<file path="src/rtl/uart_pkg.sv">
// rtl/uart_pkg.sv - shared UART types, widths and line levels
package uart_pkg;

  typedef enum logic [2:0] {
    IDLE,
    START,
    DATA,
    PARITY,
    STOP
  } tx_state_t;

  localparam int   UART_DATA_BITS = 8;
  localparam logic UART_IDLE_LVL  = 1'b1;
  localparam logic UART_START_LVL = 1'b0;
  localparam logic UART_STOP_LVL  = 1'b1;

endpackage

</file>
<file path="src/rtl/uart_baud_counter.sv">
// rtl/uart_baud_counter.sv - bit-period counter shared by the UART transmitter and receiver
module uart_baud_counter #(
  parameter int CLKS_PER_BIT = 1250
) (
  input  logic clk,
  input  logic rst,
  input  logic clear,
  output logic bit_done
);

  localparam int CW = (CLKS_PER_BIT > 1) ? $clog2(CLKS_PER_BIT) : 1;

  logic [CW-1:0] count;

  assign bit_done = (count == CW'(CLKS_PER_BIT - 1));

  always_ff @(posedge clk) begin
    if (rst || clear || bit_done) begin
      count <= '0;
    end else begin
      count <= count + CW'(1);
    end
  end

endmodule

</file>
<file path="src/rtl/uart_tx_framer.sv">
// rtl/uart_tx_framer.sv - UART transmit serializer: start, 8 data bits LSB-first, optional even parity, stop bits
module uart_tx_framer
  import uart_pkg::*;
#(
  parameter int CLKS_PER_BIT = 1250,
  parameter int STOP_BITS    = 1
) (
  input  logic       clk,
  input  logic       rst,
  input  logic [7:0] tx_data_i,
  input  logic       tx_valid_i,
  output logic       tx_ready_o,
  input  logic       parity_en_i,
  output logic [7:0] parity_data_o,
  output logic       parity_en_o,
  input  logic       parity_bit_i,
  output logic       tx_o,
  output logic       busy_o
);

  tx_state_t  state;
  logic [2:0] bit_idx;
  logic [2:0] bit_nxt;
  logic       bit_done;

  assign bit_nxt    = bit_idx + 3'd1;
  assign tx_ready_o = (state == IDLE);
  assign busy_o     = (state != IDLE);

  // Held clear in IDLE so every slot, including START, starts from count 0.
  uart_baud_counter #(
    .CLKS_PER_BIT(CLKS_PER_BIT)
  ) u_baud (
    .clk     (clk),
    .rst     (rst),
    .clear   (state == IDLE),
    .bit_done(bit_done)
  );

  always_ff @(posedge clk) begin
    if (rst) begin
      state         <= IDLE;
      tx_o          <= UART_IDLE_LVL;
      bit_idx       <= '0;
      parity_data_o <= '0;
      parity_en_o   <= 1'b0;
    end else begin
      case (state)
        IDLE: begin
          tx_o    <= UART_IDLE_LVL;
          bit_idx <= '0;
          if (tx_valid_i) begin
            parity_data_o <= tx_data_i;
            parity_en_o   <= parity_en_i;
            state         <= START;
            tx_o          <= UART_START_LVL;
          end
        end
        START: begin
          if (bit_done) begin
            state   <= DATA;
            tx_o    <= parity_data_o[0];
            bit_idx <= '0;
          end
        end
        DATA: begin
          if (bit_done) begin
            if (bit_idx == 3'(UART_DATA_BITS - 1)) begin
              bit_idx <= '0;
              if (parity_en_o) begin
                state <= PARITY;
                tx_o  <= parity_bit_i;
              end else begin
                state <= STOP;
                tx_o  <= UART_STOP_LVL;
              end
            end else begin
              bit_idx <= bit_nxt;
              tx_o    <= parity_data_o[bit_nxt];
            end
          end
        end
        PARITY: begin
          if (bit_done) begin
            state   <= STOP;
            tx_o    <= UART_STOP_LVL;
            bit_idx <= '0;
          end
        end
        STOP: begin
          // bit_idx doubles as the stop-bit counter for two-stop-bit frames.
          if (bit_done) begin
            if (bit_idx == 3'(STOP_BITS - 1)) begin
              state   <= IDLE;
              tx_o    <= UART_IDLE_LVL;
              bit_idx <= '0;
            end else begin
              bit_idx <= bit_nxt;
            end
          end
        end
        default: begin
          state <= IDLE;
          tx_o  <= UART_IDLE_LVL;
        end
      endcase
    end
  end

endmodule

</file>
<file path="config.mk">
export PLATFORM = sky130hd
export DESIGN_NAME = uart_tx_framer
export DESIGN_NICKNAME = d
export VERILOG_FILES = /design/src/rtl/uart_pkg.sv /design/src/rtl/uart_baud_counter.sv /design/src/rtl/uart_tx_framer.sv
export SDC_FILE = /design/constraint.sdc
export NUM_CORES = 1
export LEC_CHECK = 0
export ABC_AREA = 1
export ABC_CLOCK_PERIOD_IN_PS = 1700
export BUFFER_PORTS_ARGS = -buffer_cell sky130_fd_sc_hd__buf_2
export CELL_PAD_IN_SITES_DETAIL_PLACEMENT = 0
export CELL_PAD_IN_SITES_GLOBAL_PLACEMENT = 1
export CORE_MARGIN = 2
export CORE_UTILIZATION = 39
export DETAILED_ROUTE_END_ITERATION = 16
export HOLD_SLACK_MARGIN = 0.08
export PLACE_DENSITY = 0.84
export SETUP_SLACK_MARGIN = 0.3
export SYNTH_ARGS = -nofsm -noshare
export SYNTH_HDL_FRONTEND = slang
export SYNTH_SLANG_ARGS = --single-unit
</file>
<file path="constraint.sdc">
create_clock -name clk -period 1.7 [get_ports clk]
set_input_delay 0.17 -clock clk [delete_from_list [all_inputs] [get_ports clk]]
set_output_delay 0.17 -clock clk [all_outputs]
set_load 0.03 [all_outputs]
</file>
==> impl_metrics.tcl <==
set metrics [dict create \
    status "complete, no violations" \
    worst_setup_path_start_kind "register" \
    first_pass_iters 4 \
    synth.mux.area_fraction 0 \
    grt_start_max_net_pins 18 \
    fillCellCount 354 \
    stdcell_area_um2 1881 \
    tightest_slew_ns 0.4207 \
    crit_family "simple AND/OR/NAND/NOR gates" \
    reg2regPathDepth 11 \
    hold_viol 0 \
    numCtsBuffers 3 \
    die_w_um 64.58 \
    r2r-start "bit_idx[0]" \
    syn_area_um2 1431 \
    min_period_ns 1.405 \
    yosysWarnings 0 \
    detail-route-antenna-nets 0 \
    postCtsHoldBufs 0 \
    cp.depth 11 \
    rrSetupSlack_ns 0.29 \
    finalHoldWorstSlack_ns 0.1458 \
    multi_input_area_um2 915.9 \
    clockBufferDepth 2 \
    cts.sinks 27 \
    synth_top_family_by_area "simple AND/OR/NAND/NOR gates" \
    relSlewSlack 0.7166 \
    cp_num_buf_inv 3 \
    leakage_nw 0.7773 \
    seqCellArea_um2 556.8 \
    antenna_found_initial 0 \
    dr.first_iter.drc_count 126 \
    endpoint_kind "register" \
    synthXorXnorAreaFrac 0.02448 \
    required_ns 1.89 \
    initial_core_util 0.3969 \
    gp_congestion 0.7805 \
    cp-startpoint "bit_idx[0]" \
    cts_tree "yes" \
    endpoint "state[1]" \
    pwr_density_cell_nw_per_um2 1765 \
    yosysSeqAreaShare 0.3776 \
    clock_insertion_delay_worst_skew_ns 0.28 \
    dieHeight_um 64.58 \
    area_growth_pct 31.38 \
    place_area_um2 1612 \
    final_core_util 0.5215 \
    hold_class "primary input to register" \
    worstSetupPathType "register to register" \
    fp-row-count 22 \
    finalCritPeriodShare 0.8267 \
    mostFrequentLayoutCell "nand2_1" \
    clkTransAtPathRegs_ns 0.10 \
    final_cell_mix "nand2_1 (36), buf_2 (22), dfxtp_1 (20), nand3_1 (19), nor2_1 (18)" \
    n_antenna_cell 0 \
    ys_seq_elements 27 \
    die_area_um2 4171 \
    synthesis.nets 214 \
    setup_viol 0 \
    rsz0062_at_grt "yes" \
    slowest_delay_ns 0.39 \
    max_freq_mhz 711.6 \
    rr_endpoint "state[1]" \
    fin_nets 251 \
    wl_um 3334 \
    grt_pass1_vias 1195 \
    pin_count 25 \
    crit_arrival_ns 1.59 \
    maxCapViolations 0 \
    tns_ns 0 \
    slowest_stage "dfxtp_4" \
    vias 1349 \
    dp_hpwl_um 2278 \
    root_buffer "clkbuf_8" \
    vdd_drop_max_v 0.0009927 \
    crit_chain "inv_6 -> ha_4 -> inv_2 -> nor2_1 -> inv_1 -> nand2_4 -> o21ai_4 -> nor2_4 -> nand3_2 -> nand2_1 -> nor2_1" \
    synth_compound_area_frac 0.1233 \
    layout-drive-gt1-share 0.3922 \
    finalMaxSlewViolations 0 \
    io_buffers 24 \
    crit_fanout 7 \
    drc 0 \
    synth_adder_area_share 0.04371 \
    wl_per_cell_um 11.91 \
    crit_top_cell "nor2_1" \
    grt_overflow_total 0 \
    synthSimpleGateAreaFrac 0.3601 \
    grt_pass1_wl_um 5451 \
    syn_area_per_cell_um2 7.303 \
    htreeDepth 1 \
    yosysUniqueCellTypes 31 \
    via_per_inst 4.818 \
    finalClockSkew_ns 0.004526 \
    coreArea_um2 3606 \
    grt_usage 0.1658 \
    synthCells 196 \
]
==> how the worst min path moves through the flow <==
stage	slack, ns	startpoint	cells past startpoint	endpoint
2_1_floorplan	0.34	tx_data_i[0]	2	parity_data_o[0]
3_3_place_gp	0.45	tx_data_i[7]	3	parity_data_o[7]
3_5_place_dp	0.45	tx_data_i[0]	3	parity_data_o[0]
4_1_cts	0.14	tx_data_i[2]	3	parity_data_o[2]
5_1_grt	0.14	tx_data_i[3]	3	parity_data_o[3]
6_report	0.15	tx_data_i[7]	3	parity_data_o[7]
==> what timing repair did <==
action	4_1_cts	5_1_grt
resized for setup	12	32
setup endpoints to repair	15	21
pin swaps	4	10
buffers inserted	3	6
==> kinds of logic (layout without fill, tap and decap cells) <==
kind of cell	Yosys count	after routing
AND/OR/NAND/NOR	105	105
XOR/XNOR	4	4
flip-flops	27	27
AO/OA/AOI/OAI	30	30
adder cells (fa/ha/maj)	5	5
buffers and inverters	25	61
==> report_power, final <==
group / total, mW / switching, mW / internal [mW] / leakage [nW]
clock: 0.395 / 0.222 / 0.172 / 0.0261
sequential: 0.953 / 0.171 / 0.782 / 0.224
combinational: 1.97 / 1.21 / 0.760 / 0.527
==> Yosys cell counts <==
cell / instances / share of area
nand2_1: 40 / 0.10
inv_4: 1 / 0.0044
xor2_1: 3 / 0.018
nor3b_1: 1 / 0.0052
nor3_2: 2 / 0.014
o21ai_2: 1 / 0.0061
nor3_1: 3 / 0.010
and2_0: 1 / 0.0044
a21boi_0: 1 / 0.0052
nor2_1: 18 / 0.047
nor2_4: 1 / 0.0079
xnor2_1: 1 / 0.0061
nor2_2: 3 / 0.013
inv_2: 1 / 0.0026
buf_1: 1 / 0.0026
inv_1: 20 / 0.052
buf_2: 1 / 0.0035
nand2_2: 5 / 0.022
ha_1: 5 / 0.044
or2_2: 1 / 0.0044
o21ai_0: 4 / 0.014
buf_4: 1 / 0.0052
o211ai_1: 2 / 0.010
nand4_1: 1 / 0.0044
nand3_1: 23 / 0.080
nand3b_1: 1 / 0.0052
dfxtp_1: 27 / 0.38
a21oi_1: 18 / 0.063
nand3_2: 3 / 0.021
a21oi_2: 4 / 0.024
nand2_4: 2 / 0.016
==> metal layers <==
layer | global-route usage | share of wire | vias up
li1 | - | - | 709
met1 | 0.2259 | 0.49 | 613
met2 | 0.2617 | 0.46 | 22
met3 | 0.03646 | 0.036 | 5
met4 | 0.05053 | 0.0099 | 0
met5 | 0 | 0 | -
==> tightest hold or removal path, stage by stage <==
cell     delay, ns
buf_2         0.09
nand3_1       0.06
a21oi_1       0.05
==> registers in the layout, summed over array words and instances, names as in the netlist <==
register	flops
parity_en_o	1
state	3
parity_data_o	8
bit_idx	3
tx_o	1
u_baud.count	11
==> area by class of cell <==
type | instances | share of cell area
repair buffers | 35 | 0.1104
inverters | 22 | 0.04790
multi-input cells | 144 | 0.4870
flip-flops and latches | 27 | 0.2961
well taps | 48 | 0.03194
clock buffers | 3 | 0.02196
clock inverters | 1 | 0.004657
==> metrics by stage <==
stage | worst slack [ns] | power, mW | cells
finish | 0.2946 | 3.318 | 280
global route | 0.1777 | 3.578 | 280
CTS | 0.2859 | 3.055 | 274
detailed placement | 0.2151 | 2.455 | 267
global placement | 0.2362 | 2.478 | 267
floorplan | 0.3628 | 2.096 | 196
Power figures use the tool's default switching activity.
